$ cat src/rtl/fp_rf_pkg.sv
// fp_rf_pkg: shared CSR encodings, fcsr field widths and fflags bit positions for the FP register file.
package fp_rf_pkg;
  typedef enum logic [1:0] {CSR_WRITE, CSR_SET, CSR_CLEAR, CSR_READ} csr_op_t;
  typedef enum logic [1:0] {SEL_FFLAGS, SEL_FRM, SEL_FCSR, SEL_RSVD} csr_sel_t;
  localparam int FFLAGS_W = 5;
  localparam int FRM_W = 3;
  localparam int FLAG_NV = 4;
  localparam int FLAG_DZ = 3;
  localparam int FLAG_OF = 2;
  localparam int FLAG_UF = 1;
  localparam int FLAG_NX = 0;
endpackage

$ cat src/rtl/fp_regfile_scoreboard_if.sv
// fp_regfile_scoreboard_if: bundle of read ports, issue, FPU/load writeback, CSR access and status outputs.
// master drives addresses, writebacks and CSR requests; slave (the register file) returns read data and status.
interface fp_regfile_scoreboard_if #(
  parameter int NUM_REGS   = 32,
  parameter int DATA_WIDTH = 32,
  parameter int NUM_RPORTS = 3
);
  localparam int AW = $clog2(NUM_REGS);
  logic [NUM_RPORTS*AW-1:0]         rd_addr;
  logic [NUM_RPORTS*DATA_WIDTH-1:0] rd_data;
  logic [NUM_RPORTS-1:0]            rd_busy;
  logic                             issue_en;
  logic [AW-1:0]                    issue_rd;
  logic                             fpu_wen;
  logic [AW-1:0]                    fpu_waddr;
  logic [DATA_WIDTH-1:0]            fpu_wdata;
  logic [4:0]                       fpu_flags;
  logic                             ld_wen;
  logic [AW-1:0]                    ld_waddr;
  logic [DATA_WIDTH-1:0]            ld_wdata;
  logic                             csr_en;
  logic [1:0]                       csr_op;
  logic [1:0]                       csr_sel;
  logic [7:0]                       csr_wdata;
  logic [7:0]                       csr_rdata;
  logic [2:0]                       frm_out;
  logic [4:0]                       fflags_out;
  logic                             wr_collision;
  logic                             sb_idle;
  modport master (
    output rd_addr, issue_en, issue_rd, fpu_wen, fpu_waddr, fpu_wdata, fpu_flags,
           ld_wen, ld_waddr, ld_wdata, csr_en, csr_op, csr_sel, csr_wdata,
    input  rd_data, rd_busy, csr_rdata, frm_out, fflags_out, wr_collision, sb_idle
  );
  modport slave (
    input  rd_addr, issue_en, issue_rd, fpu_wen, fpu_waddr, fpu_wdata, fpu_flags,
           ld_wen, ld_waddr, ld_wdata, csr_en, csr_op, csr_sel, csr_wdata,
    output rd_data, rd_busy, csr_rdata, frm_out, fflags_out, wr_collision, sb_idle
  );
endinterface

$ cat src/rtl/fp_scoreboard.sv
// fp_scoreboard: per-register busy bits for in-flight FPU results.
// Ports: clk, n_rst (async active-low), issue_en/issue_rd set a bit, fpu/ld write enables+addresses clear it,
// busy is the registered vector, sb_idle is high when no bit is set.
module fp_scoreboard #(
  parameter int NUM_REGS = 32
) (
  input  logic                        clk,
  input  logic                        n_rst,
  input  logic                        issue_en,
  input  logic [$clog2(NUM_REGS)-1:0] issue_rd,
  input  logic                        fpu_wen,
  input  logic [$clog2(NUM_REGS)-1:0] fpu_waddr,
  input  logic                        ld_wen,
  input  logic [$clog2(NUM_REGS)-1:0] ld_waddr,
  output logic [NUM_REGS-1:0]         busy,
  output logic                        sb_idle
);
  logic [NUM_REGS-1:0] set_v, clr_v;
  always_comb begin
    set_v = '0;
    clr_v = '0;
    set_v[issue_rd] = issue_en;
    clr_v[fpu_waddr] = fpu_wen;
    if (ld_wen) clr_v[ld_waddr] = 1'b1;
  end
  // set is applied after clear so a new producer issued in the writeback cycle stays in flight
  always_ff @(posedge clk or negedge n_rst)
    if (!n_rst) busy <= '0;
    else busy <= (busy & ~clr_v) | set_v;
  assign sb_idle = ~|busy;
endmodule

$ cat src/rtl/fp_regfile_scoreboard.sv
// fp_regfile_scoreboard: FP register file with bypassed read ports, FPU/load write ports, busy scoreboard and fcsr.
// Ports: clk, n_rst (async active-low), bus (slave side of fp_regfile_scoreboard_if carrying reads,
// issue, writebacks, CSR access, frm/fflags, wr_collision and sb_idle).
module fp_regfile_scoreboard
  import fp_rf_pkg::*;
#(
  parameter int NUM_REGS   = 32,
  parameter int DATA_WIDTH = 32,
  parameter int NUM_RPORTS = 3
) (
  input logic                    clk,
  input logic                    n_rst,
  fp_regfile_scoreboard_if.slave bus
);
  localparam int AW = $clog2(NUM_REGS);
  logic [DATA_WIDTH-1:0] regs [NUM_REGS];
  logic [NUM_REGS-1:0]   busy;
  logic                  collide, ld_keep;
  logic [FFLAGS_W-1:0]   fflags, fflags_n;
  logic [FRM_W-1:0]      frm, frm_n;
  logic [7:0]            cur, upd;
  csr_op_t               op;
  csr_sel_t              sel;
  // FPU port wins a same-address collision; the load is dropped
  assign collide = bus.fpu_wen && bus.ld_wen && bus.fpu_waddr == bus.ld_waddr;
  assign ld_keep = bus.ld_wen && !collide;
  assign bus.wr_collision = collide;
  fp_scoreboard #(.NUM_REGS(NUM_REGS)) u_sb (
    .clk      (clk),
    .n_rst    (n_rst),
    .issue_en (bus.issue_en),
    .issue_rd (bus.issue_rd),
    .fpu_wen  (bus.fpu_wen),
    .fpu_waddr(bus.fpu_waddr),
    .ld_wen   (bus.ld_wen),
    .ld_waddr (bus.ld_waddr),
    .busy     (busy),
    .sb_idle  (bus.sb_idle)
  );
  for (genvar p = 0; p < NUM_RPORTS; p++) begin : g_rd
    logic [AW-1:0] a;
    logic          hit_f, hit_l;
    assign a = bus.rd_addr[p*AW +: AW];
    assign hit_f = bus.fpu_wen && bus.fpu_waddr == a;
    assign hit_l = bus.ld_wen && bus.ld_waddr == a;
    assign bus.rd_data[p*DATA_WIDTH +: DATA_WIDTH] = hit_f ? bus.fpu_wdata : hit_l ? bus.ld_wdata : regs[a];
    assign bus.rd_busy[p] = busy[a] && !(hit_f || hit_l);
  end
  always_ff @(posedge clk or negedge n_rst)
    if (!n_rst) begin
      for (int i = 0; i < NUM_REGS; i++) regs[i] <= '0;
    end else begin
      if (bus.fpu_wen) regs[bus.fpu_waddr] <= bus.fpu_wdata;
      if (ld_keep) regs[bus.ld_waddr] <= bus.ld_wdata;
    end
  assign op = csr_op_t'(bus.csr_op);
  assign sel = csr_sel_t'(bus.csr_sel);
  // CSR update is applied first, then this cycle's FPU flags are accrued on top
  always_comb begin
    cur = sel == SEL_FFLAGS ? {3'b0, fflags} : sel == SEL_FRM ? {5'b0, frm} : sel == SEL_FCSR ? {frm, fflags} : 8'h0;
    upd = op == CSR_WRITE ? bus.csr_wdata : op == CSR_SET ? cur | bus.csr_wdata : cur & ~bus.csr_wdata;
    frm_n = frm;
    fflags_n = fflags;
    if (bus.csr_en && op != CSR_READ) begin
      if (sel == SEL_FFLAGS || sel == SEL_FCSR) fflags_n = upd[4:0];
      if (sel == SEL_FRM) frm_n = upd[2:0];
      if (sel == SEL_FCSR) frm_n = upd[7:5];
    end
    fflags_n = fflags_n | (bus.fpu_wen ? bus.fpu_flags : 5'b0);
  end
  always_ff @(posedge clk or negedge n_rst)
    if (!n_rst) begin
      frm <= '0;
      fflags <= '0;
    end else begin
      frm <= frm_n;
      fflags <= fflags_n;
    end
  assign bus.csr_rdata = cur;
  assign bus.frm_out = frm;
  assign bus.fflags_out = fflags;
endmodule

$ cat src/flat_wrapper.sv
// flat-port wrapper written by rule: the top's interface ports become plain ports
module fp_regfile_scoreboard_flat import fp_rf_pkg::*;
#(
  parameter int NUM_REGS   = 32,
  parameter int DATA_WIDTH = 32,
  parameter int NUM_RPORTS = 3
)
  (clk, n_rst, bus_rd_addr, bus_issue_en, bus_issue_rd, bus_fpu_wen, bus_fpu_waddr, bus_fpu_wdata, bus_fpu_flags, bus_ld_wen, bus_ld_waddr, bus_ld_wdata, bus_csr_en, bus_csr_op, bus_csr_sel, bus_csr_wdata, bus_rd_data, bus_rd_busy, bus_csr_rdata, bus_frm_out, bus_fflags_out, bus_wr_collision, bus_sb_idle);
  fp_regfile_scoreboard_if #(.NUM_REGS(NUM_REGS), .DATA_WIDTH(DATA_WIDTH), .NUM_RPORTS(NUM_RPORTS)) bus_i ();
  input logic clk;
  input logic n_rst;
  input wire logic [$bits(bus_i.rd_addr)-1:0] bus_rd_addr;
  input wire logic [$bits(bus_i.issue_en)-1:0] bus_issue_en;
  input wire logic [$bits(bus_i.issue_rd)-1:0] bus_issue_rd;
  input wire logic [$bits(bus_i.fpu_wen)-1:0] bus_fpu_wen;
  input wire logic [$bits(bus_i.fpu_waddr)-1:0] bus_fpu_waddr;
  input wire logic [$bits(bus_i.fpu_wdata)-1:0] bus_fpu_wdata;
  input wire logic [$bits(bus_i.fpu_flags)-1:0] bus_fpu_flags;
  input wire logic [$bits(bus_i.ld_wen)-1:0] bus_ld_wen;
  input wire logic [$bits(bus_i.ld_waddr)-1:0] bus_ld_waddr;
  input wire logic [$bits(bus_i.ld_wdata)-1:0] bus_ld_wdata;
  input wire logic [$bits(bus_i.csr_en)-1:0] bus_csr_en;
  input wire logic [$bits(bus_i.csr_op)-1:0] bus_csr_op;
  input wire logic [$bits(bus_i.csr_sel)-1:0] bus_csr_sel;
  input wire logic [$bits(bus_i.csr_wdata)-1:0] bus_csr_wdata;
  output wire logic [$bits(bus_i.rd_data)-1:0] bus_rd_data;
  output wire logic [$bits(bus_i.rd_busy)-1:0] bus_rd_busy;
  output wire logic [$bits(bus_i.csr_rdata)-1:0] bus_csr_rdata;
  output wire logic [$bits(bus_i.frm_out)-1:0] bus_frm_out;
  output wire logic [$bits(bus_i.fflags_out)-1:0] bus_fflags_out;
  output wire logic [$bits(bus_i.wr_collision)-1:0] bus_wr_collision;
  output wire logic [$bits(bus_i.sb_idle)-1:0] bus_sb_idle;
  assign bus_i.rd_addr = bus_rd_addr;
  assign bus_i.issue_en = bus_issue_en;
  assign bus_i.issue_rd = bus_issue_rd;
  assign bus_i.fpu_wen = bus_fpu_wen;
  assign bus_i.fpu_waddr = bus_fpu_waddr;
  assign bus_i.fpu_wdata = bus_fpu_wdata;
  assign bus_i.fpu_flags = bus_fpu_flags;
  assign bus_i.ld_wen = bus_ld_wen;
  assign bus_i.ld_waddr = bus_ld_waddr;
  assign bus_i.ld_wdata = bus_ld_wdata;
  assign bus_i.csr_en = bus_csr_en;
  assign bus_i.csr_op = bus_csr_op;
  assign bus_i.csr_sel = bus_csr_sel;
  assign bus_i.csr_wdata = bus_csr_wdata;
  assign bus_rd_data = bus_i.rd_data;
  assign bus_rd_busy = bus_i.rd_busy;
  assign bus_csr_rdata = bus_i.csr_rdata;
  assign bus_frm_out = bus_i.frm_out;
  assign bus_fflags_out = bus_i.fflags_out;
  assign bus_wr_collision = bus_i.wr_collision;
  assign bus_sb_idle = bus_i.sb_idle;
  fp_regfile_scoreboard #(.NUM_REGS(NUM_REGS), .DATA_WIDTH(DATA_WIDTH), .NUM_RPORTS(NUM_RPORTS)) u_core (.clk(clk), .n_rst(n_rst), .bus(bus_i));
endmodule
$ cat config.mk
export PLATFORM = sky130hd
export DESIGN_NAME = fp_regfile_scoreboard_flat
export DESIGN_NICKNAME = d
export VERILOG_FILES = /design/src/rtl/fp_rf_pkg.sv /design/src/rtl/fp_regfile_scoreboard_if.sv /design/src/rtl/fp_scoreboard.sv /design/src/rtl/fp_regfile_scoreboard.sv /design/src/flat_wrapper.sv
export SDC_FILE = /design/constraint.sdc
export NUM_CORES = 2
export LEC_CHECK = 0
export BUFFER_PORTS_ARGS = -buffer_cell sky130_fd_sc_hd__buf_2
export CORE_MARGIN = 10
export CORE_UTILIZATION = 64
export DETAILED_ROUTE_END_ITERATION = 12
export PLACE_DENSITY_LB_ADDON = 0.1
export REMOVE_ABC_BUFFERS = 1
export SLEW_MARGIN = 10
export SYNTH_ARGS = -nofsm -noshare
export SYNTH_HDL_FRONTEND = slang
export SYNTH_SLANG_ARGS = --single-unit
export TNS_END_PERCENT = 50
$ cat constraint.sdc
create_clock -name clk -period 3.5 [get_ports clk]
set_input_delay 0.7 -clock clk [delete_from_list [all_inputs] [get_ports clk]]
set_output_delay 0.7 -clock clk [all_outputs]
set_load 0.05 [all_outputs]
==> results.txt <==
The first-pass detailed-route iteration total is 9. The minimum hold slack is 176 ps. The number of design rule violations left after detail routing is 0. The flow ran to the end, but the final reports show violations. Setup repair after global routing could not meet its margin everywhere. In this run the critical register-to-register path is launched from u_core.bus.fflags_out[1].

The number of cells on the worst hold path came out at 3. The final total power came out at 0.0483 W. The floorplan die height is around 370 um. The startpoint identified for the worst hold timing path is bus_fpu_flags[3].

Ranked by instance count, the synthesized netlist is headed by mux2i_1 (1335), nand2_1 (1099), dfrtp_1 (1064), o21ai_1 (757), mux4_2 (673). The core outline area came out at between 100000 and 150000 um2. The post-synth design cell area came out at ~77000 um2. The clock-pin slew on the worst setup and hold paths is 50 ps. The I/O pin total is around 230. The dominant cell type by area after synthesis is dfrtp_1. STA classifies the critical path startpoint as a primary input. The min-delay analysis places its worst path in the category primary input to flop. The average wire per cell in the routed design is 38.0 um. The CTS H-tree depth came out at 3. The minimum clock period came out at 3610 ps. The half-perimeter wire length after placement came out at between 200000 and 250000 um. The slack of the worst reg-to-reg path came out at ~2300 ps.

TritonCTS built the clock tree. The number of hold violations in the final report came out at 0. The CTS buffer count is between 100 and 150. The number of instances in the synthesized netlist came out at about 7.3k. Once detail routing completed, the nets flagged for antenna violations numbered 0. The fraction of the cycle the final worst path needs is 1.03. The final reports fail on negative setup slack. The first global-routing pass estimated between 400000 and 500000 um of wire. The synthesized design contains 0 enable-type register cells. Yosys mapped the design onto 68 distinct sky130hd cell types. Of the post-synthesis cell area, the dominant cell type holds 0.347. The later-pin clock latency in the skew report came out at between 700 and 800 ps. The number of placement rows is 126. The iteration-0 DRC count of the detailed router came out at between 10k and 15k. In this run the clock root is driven by a clkbuf_16. The max-slew violation total from the final report is 0. The worst-case headroom to the max-slew limit came out at 0.313.

Using the TritonRoute via totals, the vias-per-cell ratio works out to 7.94. The category of the worst setup path capture point is a primary output. The number of port buffers came out at ~230. The leakage dissipation is 38.1 nW. The setup path with the least slack is of type primary input to primary output.

The synthesis-to-layout area growth is 17.7%. The x dimension of the die is roughly 370 um. After synthesis, the mean cell area works out to 10.5 um2.

Traced cell by cell, the critical path runs through buf_12 > buf_4 > nor2_4 > buf_12 > a21oi_1 > a211oi_1 > a21oi_1 > buf_4. The max-capacitance violation count is 0. At the worst endpoint, the required time is around 2800 ps.

Of the cells placed in the final design, the portion with a size suffix greater than 1 is 0.266. The total of endpoints with negative setup slack in the final report came out at 40. In the global route stage, overall resource usage came out at 0.499. The areal power density over the cells came out at between 500 and 600 nW/um2. The kind of cell with the highest combined delay along the critical path is buffers and inverters. Among all cell types in the netlist, the one instantiated most often is mux2i_1. The combined buffer and inverter count along the critical path came out at 4. The die covers about 130000 um2. The biggest fanout along the worst timing path came out at 14.

The filler cells instantiated in the layout total 7915. The worst hold endpoint is u_core.bus.fflags_out[3]. The initial core utilization is 0.647. Counting flops with an async set or reset pin after synthesis yields a share of 1.00. The via count of the first global-routing pass is roughly 69k. At the end of the flow, the number of nets in the layout was ~7.5k. Wires add up to 348000 um.

The critical path arrival is between 2000 and 3000 ps. The vias after detailed routing came out at roughly 73k. The buffer levels on the longest clock path is 3. The peak supply drop came out at 0.485 mV. The overall overflow remaining after global route came out at 0. Setup slack on the critical path of the routed design comes to -107 ps.

On the final layout, the worst clock skew is ~1.7 ps. The congestion estimate from routability-driven global placement came to 1.01. For this run, the number of Yosys warnings is 0. The endpoint identified for the worst register-to-register timing path is u_core.bus.frm_out[1]. The number of antenna violations at the first check in global routing is 19.

The biggest cell delay along the critical path is approximately 710 ps. The fmax came out at between 200 and 300 MHz. Synthesis inferred roughly 1.1k register bits.

By area the synthesized netlist is led by dfrtp_1 (35%), mux4_2 (20%), mux2i_1 (17%). The worst-path cell with the longest stage delay is nor2_4. CTS saw 1064 sinks. Entering global routing, the biggest net connects slightly above 90 pins. Measured in cells, the most critical reg-to-reg path has a length of 4.

The transition time at the pin with the least slew margin is roughly 1000 ps. The most used flip-flop cell after synthesis is dfrtp_1. The sequential fraction of the synthesis area came out at 0.347.
==> registers in the layout (all words and copies together), names as in the netlist <==
register / count
u_core.bus.fflags_out: 5
u_core.regs: 1024
u_core.u_sb.busy: 32
u_core.bus.frm_out: 3
==> how the worst max path moves through the flow <==
stage / start / end / slack (ps) / depth (start not counted)
CTS: bus_rd_addr[2] / bus_rd_data[16] / -100 / 9
global placement: bus_ld_waddr[4] / bus_rd_data[84] / -440 / 11
global route: bus_rd_addr[0] / bus_rd_data[5] / -80 / 10
finish: bus_rd_addr[1] / bus_rd_data[29] / -110 / 8
detailed placement: bus_rd_addr[2] / bus_rd_data[16] / -410 / 9
floorplan: bus_ld_waddr[1] / u_core.regs[0] / -7010 / 4
==> area by class of cell <==
type / count / area (um2) / share of cell area
repair buffers: 926 / 10600 / 0.117
well taps: 1600 / 2000 / 0.0222
flip-flops and latches: 1064 / 26600 / 0.295
inverters: 14 / 52.6 / 0.000582
clock buffers: 176 / 3530 / 0.0391
diodes: 23 / 57.6 / 0.000637
clock inverters: 40 / 508 / 0.00562
multi-input cells: 5306 / 47000 / 0.520
==> what timing repair did <==
action	CTS	global route
endpoints found under the hold margin	32	0
gates resized for setup	89	160
setup endpoints to repair	67	86
buffers inserted	20	21
gates cloned	7	10
hold buffers	1	0
pin swaps	4	20
==> cells in the final DEF, fill, tap and decap left out, types with 29 or more instances in the layout <==
| cell | count |
|---|---|
| nor2_1 | 166 |
| a311oi_4 | 33 |
| buf_2 | 146 |
| nand4_1 | 29 |
| o21ai_1 | 757 |
| nor2b_1 | 32 |
| mux4_2 | 673 |
| clkbuf_8 | 36 |
| buf_4 | 445 |
| o21ai_0 | 323 |
| clkbuf_16 | 128 |
| nand3_1 | 41 |
| a22oi_1 | 99 |
| nand2_1 | 1082 |
| o22ai_1 | 254 |
| buf_12 | 243 |
| a221o_1 | 34 |
| dfrtp_1 | 1063 |
| mux2i_1 | 1328 |
| buf_6 | 43 |
==> where the power goes <==
group	switching, W	leakage, nW	total, W	internal (W)
Clock	0.00569	2.00	0.0133	0.00761
Sequential	0.00379	13.3	0.0193	0.0155
Combinational	0.00767	22.8	0.0157	0.00806
==> worst min-delay path, cell delays in order <==
cell and delay, ps:
buf_2 70, nand2_1 40, o311ai_0 80
==> layer usage <==
metal | up-vias | global-route usage | wire (um)
li1 | 27700 | - | -
met4 | 6 | 0.381 | 34900
met5 | - | 0 | 46
met1 | 34900 | 0.607 | 111000
met2 | 7831 | 0.690 | 141000
met3 | 2209 | 0.226 | 60100
==> through the flow <==
step            util  setup TNS, ps  worst slack (ps)  cell area [um2]  cells
6_report       0.762          -1160              -107            90400   9149
5_1_grt        0.762           -804             -79.0            90300   9130
4_1_cts        0.752           -439              -103            89200   9097
3_5_place_dp   0.711          -7640              -411            84300   8854
3_3_place_gp   0.711          -7450              -443            84300   8854
2_1_floorplan      -       -6421370             -7010            72600   6383
==> kinds of logic (layout without fill, tap and decap cells) <==
family	after synthesis	count (layout)	synth area share
buf+inv	922	1156	0.0543
mux	2016	2016	0.373
xor+xnor	32	32	0.00365
simple gates	1557	1558	0.0860
compound gates	1697	1697	0.136
fa+ha+maj	3	3	0.000489
other cells	0	23	0
flops	1064	1064	0.347
Note: power is estimated with default switching activity, not from simulation.
